===== src/rtl/np_matrix_mult_acc.sv =====
// FFN multiply-accumulate: NUM_NEURONS parallel MACs over one sweep, then shift+saturate; result 2 cycles after last beat.
// One beat/cycle while accumulating (in_ready only in ACCUM); result held in HOLD until out_ready, upstream stalled meanwhile.
module np_matrix_mult_acc #(
    parameter int DATA_WIDTH  = 8,
    parameter int NUM_NEURONS = 4,
    parameter int ACC_WIDTH   = 24,
    parameter int OUT_WIDTH   = 16,
    parameter int SHIFT       = 8
) (
    input  logic                              clock,
    input  logic                              reset,
    input  logic                              start,
    input  logic                              in_valid,
    output logic                              in_ready,
    input  logic                              in_last,
    input  logic [DATA_WIDTH-1:0]             fm_data,
    input  logic [NUM_NEURONS*DATA_WIDTH-1:0] weights,
    output logic                              out_valid,
    input  logic                              out_ready,
    output logic [NUM_NEURONS*OUT_WIDTH-1:0]  out_data,
    output logic                              busy,
    output logic                              overflow
);

    localparam int PW = 2 * DATA_WIDTH;

    localparam logic signed [ACC_WIDTH-1:0] SAT_MAX =
        {{(ACC_WIDTH-OUT_WIDTH+1){1'b0}}, {(OUT_WIDTH-1){1'b1}}};
    localparam logic signed [ACC_WIDTH-1:0] SAT_MIN =
        {{(ACC_WIDTH-OUT_WIDTH+1){1'b1}}, {(OUT_WIDTH-1){1'b0}}};

    typedef enum logic [1:0] {
        IDLE  = 2'd0,
        ACCUM = 2'd1,
        DRAIN = 2'd2,
        HOLD  = 2'd3
    } state_t;

    state_t state;

    logic signed [PW-1:0]        prod_q [NUM_NEURONS];
    logic                        s1_vld;
    logic                        s1_last;
    logic signed [ACC_WIDTH-1:0] acc_q  [NUM_NEURONS];

    logic signed [PW-1:0]        prod_d   [NUM_NEURONS];
    logic signed [ACC_WIDTH-1:0] prod_add [NUM_NEURONS];
    logic signed [ACC_WIDTH-1:0] sum      [NUM_NEURONS];
    logic signed [ACC_WIDTH-1:0] shifted  [NUM_NEURONS];
    logic [NUM_NEURONS-1:0]      ovf_vec;
    logic [NUM_NEURONS*OUT_WIDTH-1:0] res_d;
    logic                        accept;

    assign accept = in_valid & in_ready;

    // Operands are sign-extended to product width so the multiply is exact in PW bits.
    always_comb begin
        for (int n = 0; n < NUM_NEURONS; n++) begin
            prod_d[n] = $signed({{DATA_WIDTH{fm_data[DATA_WIDTH-1]}}, fm_data})
                      * $signed({{DATA_WIDTH{weights[n*DATA_WIDTH+DATA_WIDTH-1]}},
                                 weights[n*DATA_WIDTH +: DATA_WIDTH]});
        end
    end

    always_comb begin
        res_d   = '0;
        ovf_vec = '0;
        for (int n = 0; n < NUM_NEURONS; n++) begin
            prod_add[n] = s1_vld ? {{(ACC_WIDTH-PW){prod_q[n][PW-1]}}, prod_q[n]}
                                 : '0;
            sum[n]      = acc_q[n] + prod_add[n];
            ovf_vec[n]  = (acc_q[n][ACC_WIDTH-1] == prod_add[n][ACC_WIDTH-1]) &&
                          (sum[n][ACC_WIDTH-1] != acc_q[n][ACC_WIDTH-1]);
            shifted[n]  = sum[n] >>> SHIFT;
            if (shifted[n] > SAT_MAX) begin
                res_d[n*OUT_WIDTH +: OUT_WIDTH] = SAT_MAX[OUT_WIDTH-1:0];
            end else if (shifted[n] < SAT_MIN) begin
                res_d[n*OUT_WIDTH +: OUT_WIDTH] = SAT_MIN[OUT_WIDTH-1:0];
            end else begin
                res_d[n*OUT_WIDTH +: OUT_WIDTH] = shifted[n][OUT_WIDTH-1:0];
            end
        end
    end

    always_ff @(posedge clock or posedge reset) begin
        if (reset) begin
            state     <= IDLE;
            in_ready  <= 1'b0;
            out_valid <= 1'b0;
            busy      <= 1'b0;
            overflow  <= 1'b0;
            out_data  <= '0;
            s1_vld    <= 1'b0;
            s1_last   <= 1'b0;
            for (int n = 0; n < NUM_NEURONS; n++) begin
                prod_q[n] <= '0;
                acc_q[n]  <= '0;
            end
        end else begin
            case (state)
                IDLE: begin
                    if (start) begin
                        state    <= ACCUM;
                        in_ready <= 1'b1;
                        busy     <= 1'b1;
                        overflow <= 1'b0;
                        s1_vld   <= 1'b0;
                        s1_last  <= 1'b0;
                        for (int n = 0; n < NUM_NEURONS; n++) begin
                            prod_q[n] <= '0;
                            acc_q[n]  <= '0;
                        end
                    end
                end

                ACCUM: begin
                    if (start) begin
                        // Restart: drop everything in flight, including a beat offered this cycle.
                        overflow <= 1'b0;
                        s1_vld   <= 1'b0;
                        s1_last  <= 1'b0;
                        for (int n = 0; n < NUM_NEURONS; n++) begin
                            prod_q[n] <= '0;
                            acc_q[n]  <= '0;
                        end
                    end else begin
                        if (s1_vld) begin
                            for (int n = 0; n < NUM_NEURONS; n++) begin
                                acc_q[n] <= sum[n];
                            end
                            if (|ovf_vec) begin
                                overflow <= 1'b1;
                            end
                        end
                        if (accept) begin
                            for (int n = 0; n < NUM_NEURONS; n++) begin
                                prod_q[n] <= prod_d[n];
                            end
                            s1_vld  <= 1'b1;
                            s1_last <= in_last;
                            if (in_last) begin
                                state    <= DRAIN;
                                in_ready <= 1'b0;
                            end
                        end else begin
                            s1_vld <= 1'b0;
                        end
                    end
                end

                DRAIN: begin
                    // Final product folds in combinationally on its way to the output register.
                    out_data  <= res_d;
                    out_valid <= 1'b1;
                    if (s1_vld && s1_last && (|ovf_vec)) begin
                        overflow <= 1'b1;
                    end
                    s1_vld  <= 1'b0;
                    s1_last <= 1'b0;
                    for (int n = 0; n < NUM_NEURONS; n++) begin
                        acc_q[n] <= '0;
                    end
                    state <= HOLD;
                end

                HOLD: begin
                    if (out_ready) begin
                        out_valid <= 1'b0;
                        busy      <= 1'b0;
                        state     <= IDLE;
                    end
                end

                default: begin
                    state     <= IDLE;
                    in_ready  <= 1'b0;
                    out_valid <= 1'b0;
                    busy      <= 1'b0;
                end
            endcase
        end
    end

endmodule


===== config.mk =====
export PLATFORM = sky130hd
export DESIGN_NAME = np_matrix_mult_acc
export DESIGN_NICKNAME = d
export VERILOG_FILES = /design/src/rtl/np_matrix_mult_acc.sv
export SDC_FILE = /design/constraint.sdc
export NUM_CORES = 1
export LEC_CHECK = 0
export ABC_AREA = 1
export BUFFER_PORTS_ARGS = -buffer_cell sky130_fd_sc_hd__buf_2
export CELL_PAD_IN_SITES_DETAIL_PLACEMENT = 0
export CELL_PAD_IN_SITES_GLOBAL_PLACEMENT = 1
export CORE_MARGIN = 2
export CORE_UTILIZATION = 47
export CTS_CLUSTER_DIAMETER = 40
export DETAILED_ROUTE_END_ITERATION = 6
export GPL_TIMING_DRIVEN = 1
export PLACE_DENSITY_LB_ADDON = 0.1
export SLEW_MARGIN = 20
export SYNTH_ARGS = -nofsm -noshare
export SYNTH_HDL_FRONTEND = slang
export SYNTH_SLANG_ARGS = --single-unit

===== constraint.sdc =====
create_clock -name clock -period 7.72 [get_ports clock]
set_clock_uncertainty 0.2 [all_clocks]
set_input_delay 0.386 -clock clock [delete_from_list [all_inputs] [get_ports clock]]
set_output_delay 0.386 -clock clock [all_outputs]
set_load 0.1 [all_outputs]

==> qor_table.md <==
| Parameter | Value | Unit |
| --- | --- | --- |
| Clk_lat worst skew | 0.58 | ns |
| Layout filler cell count | 5282 | - |
| Area post-placement | 26100 | sq um |
| Per-cell routed wire length | 15.1 | um |
| Number of pins exceeding their max-slew limit in the final report | 0 | - |
| Total of hold buffers inserted after clock tree synthesis | 5 | - |
| Share of synthesized area occupied by flip-flops and latches | 23.2 | % |
| Synth Cell Area | 25000 | sq um |
| Leakage power total | 16.4 | nW |
| Average cell area after synthesis | 7.24 | sq um |
| Post-Synthesis Cells | 3453 | - |
| Worst max-slew margin expressed relative to the limit | 34.4 | % |
| Path class of the lowest-slack min-delay path | in -> reg | - |
| Summed area of non-filler cells in the final layout | 27900 | sq um |
| Count of different cell masters after synthesis | 43 | - |
| Count of non-filler cells in the finished layout | 4260 | - |
| Power per standard cell area | 255 | nW/um^2 |
| DRC errors left | 0 | - |
| Req. time, crit path | 8.04 | ns |
| Number of buffers added by the clock tree synthesis step | 50 | - |
| CTS clock-pin slew for the worst setup and hold paths | 0.05 | ns |
| Overflow left after global routing | 0 | - |
| Number of global-route vias before repair | 21.4k | - |
| Cell count after placement | 4162 | - |
| # port buffers | 113 | - |
| Largest net degree at the start of global routing | 107 | - |
| Post-synth top flop | sky130_fd_sc_hd__dfrtp_1 | - |
| Worst Slack Setup Final | 3.00 | ns |
| H-tree levels | 2 | - |
| Unrepaired setup endpoints after global routing | false | - |
| CTS tree | yes | - |
| Post-synth ARST share | 100 | % |
| Final GP Congestion | 0.886 | - |
| Top cells by instance count after synthesis | sky130_fd_sc_hd__nand2_1, sky130_fd_sc_hd__inv_1, sky130_fd_sc_hd__dfrtp_1 | - |
| Ratio of routed vias to standard cells | 5.04 | - |
| Setup Buffers After CTS | 0 | - |
| Category of the worst setup path capture point | register | - |
| Synthesized Nets | 3935 | - |
| Largest fanout on the critical path | 47 | - |
| Count of vias placed by the detailed router | 21.5k | - |
| Post-detailed-placement half-perimeter wirelength | 49.3 | mm |
| Total count of hold-check failures in the final report | 0 | - |
| Area added between synthesis and finish | 11.5 | % |
| Worst VDD drop | 0.143 | mV |
| Fraction of final layout cells with drive strength greater than 1 | 6.94 | % |
| Post-route minimum period | 4.72 | ns |
| Remaining number of nets flagged by the antenna check after routing | 0 | - |
| Final Core Density | 53.0 | % |
| Die Footprint | 55000 | sq um |
| Sink Count | 232 | - |
| PostCTS Resize Cnt | 0 | - |
| Iteration-0 DRC count of the detailed router | 1547 | - |
| Result of the run | finished, final reports clean | - |
| TritonRoute pass-1 iters | 5 | - |
| Data arrival, critical path | 5.03 | ns |
| Total Wirelength | 64.5 | mm |
| Global-route wire length before repair | 109 | mm |
| Placement Setup Slack | 2.57 | ns |
| Die Wd | 235 | um |
| ANT cells | 0 | - |
| Initial Utilization | 47.6 | % |
| Number of synthesized register bits | 232 | - |
| Critical Path Source Type | register | - |
| Leading area contributor after synthesis | sky130_fd_sc_hd__dfrtp_1 | - |
| Yosys top cell area share | 23.2 | % |
| Kind of critical path | reg -> reg | - |
| Final setup fails | 0 | - |
| Global router's overall resource usage | 23.9 | % |
| Most repeated cell in the gate-level netlist after synthesis | sky130_fd_sc_hd__nand2_1 | - |
| Yosys synthesis warning count | 0 | - |
| Floorplan row count | 84 | - |
| Number of enable-type register cells in the synthesized netlist | 0 | - |
| Main area contributors after synthesis | sky130_fd_sc_hd__dfrtp_1, sky130_fd_sc_hd__fa_1, sky130_fd_sc_hd__nand2_1 | - |
| Root buf cell | sky130_fd_sc_hd__clkbuf_16 | - |
| Maximum clock frequency | 212 | MHz |
| Core outline area | 52600 | sq um |
| I/O Pins | 114 | - |
| Net count of the finished layout | 4013 | - |
| Final setup TNS | 0 | ns |
| Antenna violations before repair | 0 | - |
| Die Ht | 235 | um |
| Reg2Reg Setup Slack | 3.00 | ns |
| Maximum clock insertion buffer count | 3 | - |
| Worst hold margin | 0.0487 | ns |
| Transition time at the pin with the least slew margin | 0.984 | ns |
| Total power of the final layout | 7.10 | mW |
| Number of max-cap violations | 0 | - |
| Tcrit/Tclk final | 61.1 | % |
per-layer routing:
layer  global-route usage [%]  share of wire [%]
met1                     37.5                 52
met2                     35.5                 42
met3                     2.46                4.5
met4                     4.64                1.6
met5                        0                  0
power by group:
group          switching, mW  internal [mW]
Clock                  0.803           1.41
Sequential            0.0842           1.33
Combinational           2.33           1.13
area by class of cell:
cell class | instances | area [sq um] | share of cell area [%]
Clock buffer | 54 | 1300 | 4.65
Timing Repair Buffer | 129 | 698 | 2.51
Multi-Input combinational cell | 2348 | 15900 | 56.9
Clock inverter | 39 | 443 | 1.59
Tap cell | 688 | 861 | 3.09
Inverter | 770 | 2900 | 10.4
Sequential cell | 232 | 5810 | 20.8
kinds of logic after synthesis:
kind of cell / share of synthesized area, %
buffers and inverters: 13.3
AO/OA/AOI/OAI: 9.24
flip-flops: 23.2
adder cells (fa/ha/maj): 28.6
XOR/XNOR: 1.82
AND/OR/NAND/NOR: 23.9
final timing paths:
kind | start | endpoint | depth (start not counted)
worst min register to register | out_data[45] | out_data[45] | 2
min in group asynchronous | reset | acc_q[58] | 3
worst max-delay path | state[0] | acc_q[31] | 14
max in group asynchronous | reset | prod_q[13] | 4
worst max register to register | state[0] | acc_q[31] | 14
worst min-delay path | start | prod_q[17] | 4
sequential cells by signal, summed over array words and instances (netlist names):
register	cells
acc_q	96
busy	1
in_ready	1
out_data	64
out_valid	1
overflow	1
prod_q	64
s1_last	1
s1_vld	1
state	2
cell usage in the layout (no fill, tap or decap), types with 24 or more instances in the layout:
cell type                   instances
sky130_fd_sc_hd__o21ai_0          140
sky130_fd_sc_hd__buf_2            113
sky130_fd_sc_hd__clkbuf_16         50
sky130_fd_sc_hd__inv_1            762
sky130_fd_sc_hd__nand4_1           24
sky130_fd_sc_hd__xnor2_1           28
sky130_fd_sc_hd__dfrtp_1          231
sky130_fd_sc_hd__nand3_1          184
sky130_fd_sc_hd__ha_1             211
sky130_fd_sc_hd__o21ai_1           44
sky130_fd_sc_hd__nand2_1          987
sky130_fd_sc_hd__fa_1             224
sky130_fd_sc_hd__xor2_1            24
sky130_fd_sc_hd__a21oi_1          122
sky130_fd_sc_hd__nor3_1            30
sky130_fd_sc_hd__nor2_1           180
critical path: stages (launching register included):
cell and delay (ns):
sky130_fd_sc_hd__dfrtp_1 0.40, sky130_fd_sc_hd__inv_1 0.09, sky130_fd_sc_hd__ha_1 0.23, sky130_fd_sc_hd__inv_1 0.13
sky130_fd_sc_hd__nor2_1 0.08, sky130_fd_sc_hd__nor2_1 0.20, sky130_fd_sc_hd__inv_2 0.10, sky130_fd_sc_hd__a21oi_4 0.40
sky130_fd_sc_hd__inv_2 0.50, sky130_fd_sc_hd__nor2_4 0.79, sky130_fd_sc_hd__buf_4 0.61, sky130_fd_sc_hd__inv_2 0.46
sky130_fd_sc_hd__a21oi_1 0.21, sky130_fd_sc_hd__o21ai_0 0.11, sky130_fd_sc_hd__nand2_1 0.06
Note: power is estimated with default switching activity, not from simulation.
